**src/rtl/reaction_game_sequencer.sv**
```systemverilog
// Reaction-timer trial controller: random arming delay, stimulus LED, tick-based
// reaction measurement, result classification and result-code handoff over valid/ready.
module reaction_game_sequencer #(
  parameter int unsigned CLK_DIV       = 10000,
  parameter int unsigned MIN_DELAY     = 1000,
  parameter int unsigned TIMEOUT_TICKS = 250
) (
  input  logic       clk,
  input  logic       reset,
  input  logic       start,
  input  logic       button,
  output logic       led,
  output logic       busy,
  output logic [7:0] reaction_time,
  output logic [7:0] best_time,
  output logic       false_start,
  output logic       timed_out,
  output logic       tx_valid,
  output logic [7:0] tx_data,
  input  logic       tx_ready,
  output logic [2:0] state
);

  localparam int unsigned   PW           = (CLK_DIV > 1) ? $clog2(CLK_DIV) : 1;
  localparam logic [PW-1:0] PRESC_LAST   = PW'(CLK_DIV - 1);
  localparam logic [PW-1:0] PRESC_ZERO   = PW'(0);
  localparam logic [PW-1:0] PRESC_ONE    = PW'(1);
  localparam logic [7:0]    REACT_LAST   = 8'(TIMEOUT_TICKS - 1);
  localparam logic [16:0]   DELAY_BASE   = 17'(MIN_DELAY);
  localparam logic [7:0]    CODE_FALSE   = 8'hFE;
  localparam logic [7:0]    CODE_TIMEOUT = 8'hFF;
  localparam logic [7:0]    LFSR_SEED    = 8'hA5;

  typedef enum logic [2:0] {
    S_IDLE   = 3'd0,
    S_ARMED  = 3'd1,
    S_REACT  = 3'd2,
    S_REPORT = 3'd3
  } state_t;

  state_t        state_q, state_d;
  logic          btn_sync1_q, btn_sync2_q, btn_prev_q;
  logic [7:0]    lfsr_q, lfsr_d;
  logic [PW-1:0] presc_q, presc_d;
  logic [16:0]   delay_q, delay_d;
  logic [7:0]    rcnt_q, rcnt_d;
  logic          led_q, led_d;
  logic          busy_q, busy_d;
  logic [7:0]    rt_q, rt_d;
  logic [7:0]    best_q, best_d;
  logic          fs_q, fs_d;
  logic          to_q, to_d;
  logic          tx_valid_q, tx_valid_d;
  logic [7:0]    tx_data_q, tx_data_d;
  logic          press_s;
  logic          tick_s;

  // Right-shift Galois step for x^8+x^6+x^5+x^4+1.
  function automatic logic [7:0] lfsr_next(input logic [7:0] cur);
    lfsr_next = {1'b0, cur[7:1]} ^ (cur[0] ? 8'hB8 : 8'h00);
  endfunction

  assign press_s = btn_sync2_q & ~btn_prev_q;
  assign tick_s  = (presc_q == PRESC_LAST);

  // Next-state and datapath logic for the trial sequencer.
  always_comb begin
    state_d    = state_q;
    lfsr_d     = lfsr_next(lfsr_q);
    presc_d    = tick_s ? PRESC_ZERO : (presc_q + PRESC_ONE);
    delay_d    = delay_q;
    rcnt_d     = rcnt_q;
    rt_d       = rt_q;
    best_d     = best_q;
    fs_d       = fs_q;
    to_d       = to_q;
    tx_valid_d = tx_valid_q;
    tx_data_d  = tx_data_q;

    case (state_q)
      S_IDLE: begin
        if (start) begin
          state_d = S_ARMED;
          delay_d = DELAY_BASE + {7'd0, lfsr_q, 2'b00};
          presc_d = PRESC_ZERO;
          fs_d    = 1'b0;
          to_d    = 1'b0;
        end else begin
          state_d = S_IDLE;
        end
      end
      S_ARMED: begin
        if (press_s) begin
          state_d    = S_REPORT;
          fs_d       = 1'b1;
          tx_valid_d = 1'b1;
          tx_data_d  = CODE_FALSE;
        end else if (tick_s) begin
          delay_d = delay_q - 17'd1;
          if (delay_q == 17'd1) begin
            state_d = S_REACT;
            rcnt_d  = 8'd0;
            presc_d = PRESC_ZERO;
          end else begin
            state_d = S_ARMED;
          end
        end else begin
          state_d = S_ARMED;
        end
      end
      S_REACT: begin
        // A press on the timeout tick still reports the last full window.
        if (press_s) begin
          state_d    = S_REPORT;
          rt_d       = rcnt_q;
          tx_valid_d = 1'b1;
          tx_data_d  = rcnt_q;
          if (rcnt_q < best_q) begin
            best_d = rcnt_q;
          end else begin
            best_d = best_q;
          end
        end else if (tick_s) begin
          if (rcnt_q == REACT_LAST) begin
            state_d    = S_REPORT;
            to_d       = 1'b1;
            tx_valid_d = 1'b1;
            tx_data_d  = CODE_TIMEOUT;
          end else begin
            rcnt_d = rcnt_q + 8'd1;
          end
        end else begin
          state_d = S_REACT;
        end
      end
      S_REPORT: begin
        if (tx_valid_q && tx_ready) begin
          state_d    = S_IDLE;
          tx_valid_d = 1'b0;
        end else begin
          state_d = S_REPORT;
        end
      end
      default: begin
        state_d    = S_IDLE;
        tx_valid_d = 1'b0;
      end
    endcase

    led_d  = (state_d == S_REACT);
    busy_d = (state_d != S_IDLE);
  end

  // All state and registered outputs, with synchronous reset.
  always_ff @(posedge clk) begin
    if (reset) begin
      state_q     <= S_IDLE;
      btn_sync1_q <= 1'b0;
      btn_sync2_q <= 1'b0;
      btn_prev_q  <= 1'b0;
      lfsr_q      <= LFSR_SEED;
      presc_q     <= PRESC_ZERO;
      delay_q     <= 17'd0;
      rcnt_q      <= 8'd0;
      led_q       <= 1'b0;
      busy_q      <= 1'b0;
      rt_q        <= 8'd0;
      best_q      <= 8'hFF;
      fs_q        <= 1'b0;
      to_q        <= 1'b0;
      tx_valid_q  <= 1'b0;
      tx_data_q   <= 8'd0;
    end else begin
      state_q     <= state_d;
      btn_sync1_q <= button;
      btn_sync2_q <= btn_sync1_q;
      btn_prev_q  <= btn_sync2_q;
      lfsr_q      <= lfsr_d;
      presc_q     <= presc_d;
      delay_q     <= delay_d;
      rcnt_q      <= rcnt_d;
      led_q       <= led_d;
      busy_q      <= busy_d;
      rt_q        <= rt_d;
      best_q      <= best_d;
      fs_q        <= fs_d;
      to_q        <= to_d;
      tx_valid_q  <= tx_valid_d;
      tx_data_q   <= tx_data_d;
    end
  end

  assign led           = led_q;
  assign busy          = busy_q;
  assign reaction_time = rt_q;
  assign best_time     = best_q;
  assign false_start   = fs_q;
  assign timed_out     = to_q;
  assign tx_valid      = tx_valid_q;
  assign tx_data       = tx_data_q;
  assign state         = state_q;

endmodule

```
**config.mk**
```make
export PLATFORM = sky130hd
export DESIGN_NAME = reaction_game_sequencer
export DESIGN_NICKNAME = d
export VERILOG_FILES = /design/src/rtl/reaction_game_sequencer.sv
export SDC_FILE = /design/constraint.sdc
export NUM_CORES = 1
export LEC_CHECK = 0
export ABC_AREA = 1
export CORE_ASPECT_RATIO = 1.75
export CORE_MARGIN = 3
export CORE_UTILIZATION = 57
export DETAILED_ROUTE_END_ITERATION = 8
export HOLD_SLACK_MARGIN = 0.15
export MAX_ROUTING_LAYER = met4
export PLACE_DENSITY = 0.79
export SLEW_MARGIN = 20
export SYNTH_ARGS = -nofsm -noshare
export SYNTH_HDL_FRONTEND = slang
export SYNTH_SLANG_ARGS = --single-unit
```
**constraint.sdc**
```tcl
create_clock -name clk -period 1.8 [get_ports clk]
set_clock_uncertainty 0.1 [all_clocks]
set_input_delay 0.18 -clock clk [delete_from_list [all_inputs] [get_ports clk]]
set_output_delay 0.18 -clock clk [all_outputs]
set_load 0.05 [all_outputs]
```
==> impl_metrics.ini <==
[synthesis]
ys_ff_latch = 82
yosysWarningCount = 0
synth-edff-count = 0
synth-main-ff-cell = dfxtp_1
syn_avg_cell_area_sq_um = 6.85
synth_area_sq_um = 4090
async_flop_share_pct = 0
ys_seq_area_share_pct = 40.1
synthCells = 597
synth_cell_types = 38
syn_nets = 615

[power_and_ir_drop]
power_density_nw_per_um2 = 851
p_leak_uw = 0.00243
max-vdd-ir-drop_mv = 0.696

[setup_path]
cp.required_ns = 1.97
rrSetupSlack_ns = -0.02
critical_path_class = reg -> reg
worstPathCellList = inv_2 -> ha_4 -> inv_2 -> nor2_2 -> nand2_1 -> nor2_1 -> nand2_2 -> nand2_2 -> nand2_2 -> nor2_4 -> nand3_1 -> a21oi_2
cp_top_family = simple AND/OR/NAND/NOR gates
start_kind = flip-flop
cp.depth = 12
cp_num_buf_inv = 2
slowest_stage = dfxtp_2
r2r_start = delay_q[1]
worst-endpoint-arrival_ns = 1.99
cp_max_fo = 8
cp-end-kind = flip-flop
crit_start = delay_q[1]
r2r_cells = 12
cpPeakStageDelay_ns = 0.32
crit_top_cell = nand2_2
crit_path_end = rcnt_q[3]
worstReg2RegEnd = rcnt_q[3]

[sta]
whs_ns = 0.258
fmax_mhz = 549
finalHoldViolations = 0
slew_headroom_pct = 66.0
finalSetupViolCount = 2
rsz0062_at_grt = true
fin_ws_ns = -0.0199
period_needed_ns = 1.82
drv_slew = 0
finalCritPeriodShare_pct = 101
worst_pin_slew_ns = 0.509

[detailed_routing]
drtPass1Iterations = 5
wl_per_cell_um = 14.3
first_iter_violations = 311
vias_per_cell = 5.55
ant_nets = 0
drc_errors = 0
num_vias = 4169
routed_wl_um = 10700

[global_route]
antenna_found_initial = 0
grt_pass1_wl_um = 17900
grt_max_degree = 27
overflow = 0
groute.usage.overall_pct = 27.1
grt_pass1_vias = 4133

[die]
die_x_um = 70.0
num_io_pins = 37
die_area_sq_um = 8270
start_util_pct = 59.2
core-area_sq_um = 6910
die_y_um = 118
num_rows = 40

[final_layout]
drive_gt1_share_pct = 18.6
diodes = 0
area_delta_synth_final_pct = 27.7
fillCellCount = 517
fin_util_pct = 75.7
layout.nets = 680
mostFrequentLayoutCells = 104 x nand2_1, 92 x nor2_1, 73 x inv_1, 64 x dfxtp_1, 45 x nand3_1
layout_commonest_cell = nand2_1

[place]
hpwl_um = 7720
pre_cts_slack_ns = -0.0502
io_buffer_count = 36
gp_congestion = 0.961

[clock_tree]
clk_path_buf_depth = 2
htree_levels = 3
cts_buffers = 9
path_clk_slew_ns = 0.06
cts_tree = built
clockRootBuffer = clkbuf_16
clock-sinks = 82
cts_hold_buf = 0
clk_latency_ns = 0.34

[min_path]
min_path_type = in -> reg

[status]
status = complete, but fails checks
violations = setup timing

[run]
max-cap-violations = 0
power by group:
group	leakage (uW)	switching (uW)	internal, uW
clock	0.000153	707	1150
combinational	0.00161	423	225
sequential	0.000668	58.4	1880
kinds of logic (layout without fill, tap and decap cells):
family	Yosys count	after routing	share of synthesized area, %
flops	82	82	40.1
other cells	1	1	0.0917
fa+ha+maj	13	13	3.98
simple gates	304	305	32.4
compound gates	94	94	12.4
xor+xnor	10	10	2.14
buf+inv	93	162	8.87
final cells by class:
cell class / count / area (sq um) / area share, %
clock buffer: 12 / 256 / 4.91
sequential: 82 / 1660 / 31.8
clock inverter: 4 / 48.8 / 0.934
tap: 84 / 105 / 2.01
inverter: 79 / 302 / 5.77
multi-input combinational: 423 / 2250 / 43.1
timing repair buffer: 67 / 598 / 11.4
flip-flops by register name (all words and copies together), names as in the netlist, 3 cells and up:
signal and flops:
presc_q 14, tx_data 8, rcnt_q 8, best_time 8, reaction_time 8, lfsr_q 8, delay_q 17, state 3
through the flow:
stage / TNS, ns / cells / power, uW / cell area, sq um
global route: -0.878 / 751 / 4640 / 5230
finish: -0.0272 / 751 / 4440 / 5230
detailed placement: -0.331 / 728 / 2560 / 4680
CTS: -0.0450 / 744 / 4420 / 5010
floorplan: 0 / 597 / 2380 / 4100
global placement: 0 / 728 / 2550 / 4680
what timing repair did:
item                                    in CTS  in global routing
endpoints found under the setup margin      15                 51
hold endpoints to repair                     0                  0
setup buffers                                0                  6
gates resized for setup                      7                 57
pin swaps                                    0                 13
gates cloned                                 0                  1
synthesized netlist by cell type, types with 2 or more instances:
cell type / number / area [sq um]
or2_2: 2 / 12.5
a21oi_1: 42 / 210
o21bai_1: 2 / 15.0
nor3b_1: 2 / 15.0
nand2_1: 110 / 413
inv_2: 4 / 15.0
buf_2: 3 / 15.0
clkbuf_2: 2 / 10.0
a211oi_1: 2 / 15.0
xor2_1: 7 / 61.3
o21ai_0: 40 / 200
o31ai_1: 2 / 15.0
xnor2_1: 3 / 26.3
o21a_1: 2 / 15.0
dfxtp_1: 82 / 1640
clkbuf_1: 7 / 26.3
nand2_2: 5 / 31.3
and3_1: 2 / 12.5
inv_1: 75 / 282
ha_1: 13 / 163
nand4_1: 13 / 81.3
nor2_2: 4 / 25.0
and2_1: 2 / 12.5
nand3_1: 51 / 255
nor3_1: 8 / 40.0
nor2_1: 100 / 375
worst min path at each step:
stage          slack, ns  cells past startpoint     endpoint   startpoint
4_1_cts             0.25                      3  btn_sync1_q       button
6_report            0.26                      3  btn_sync1_q       button
3_3_place_gp        0.30                      2  btn_sync2_q  btn_sync1_q
2_1_floorplan       0.19                      2  btn_sync1_q       button
5_1_grt             0.27                      3  btn_sync1_q       button
3_5_place_dp        0.32                      2  btn_sync2_q  btn_sync1_q
worst register-to-register path, delay by kind of cell, from the launching register on:
family | cells | cell delay (ns)
and+or+nand+nor | 8 | 0.95
adders and majority gates | 1 | 0.13
AOI/OAI and AO/OA | 1 | 0.13
buffers and inverters | 2 | 0.11
DFF | 1 | 0.32
metal layers:
metal  share of wire, %  routed length [um]  global-route usage, %
met5                  0                   0                      -
met1                 38                4040                   27.9
met3                3.9                 418                   5.47
met4                3.9                 419                   14.1
met2                 55                5850                   47.7
Note: power is estimated with default switching activity, not from simulation.
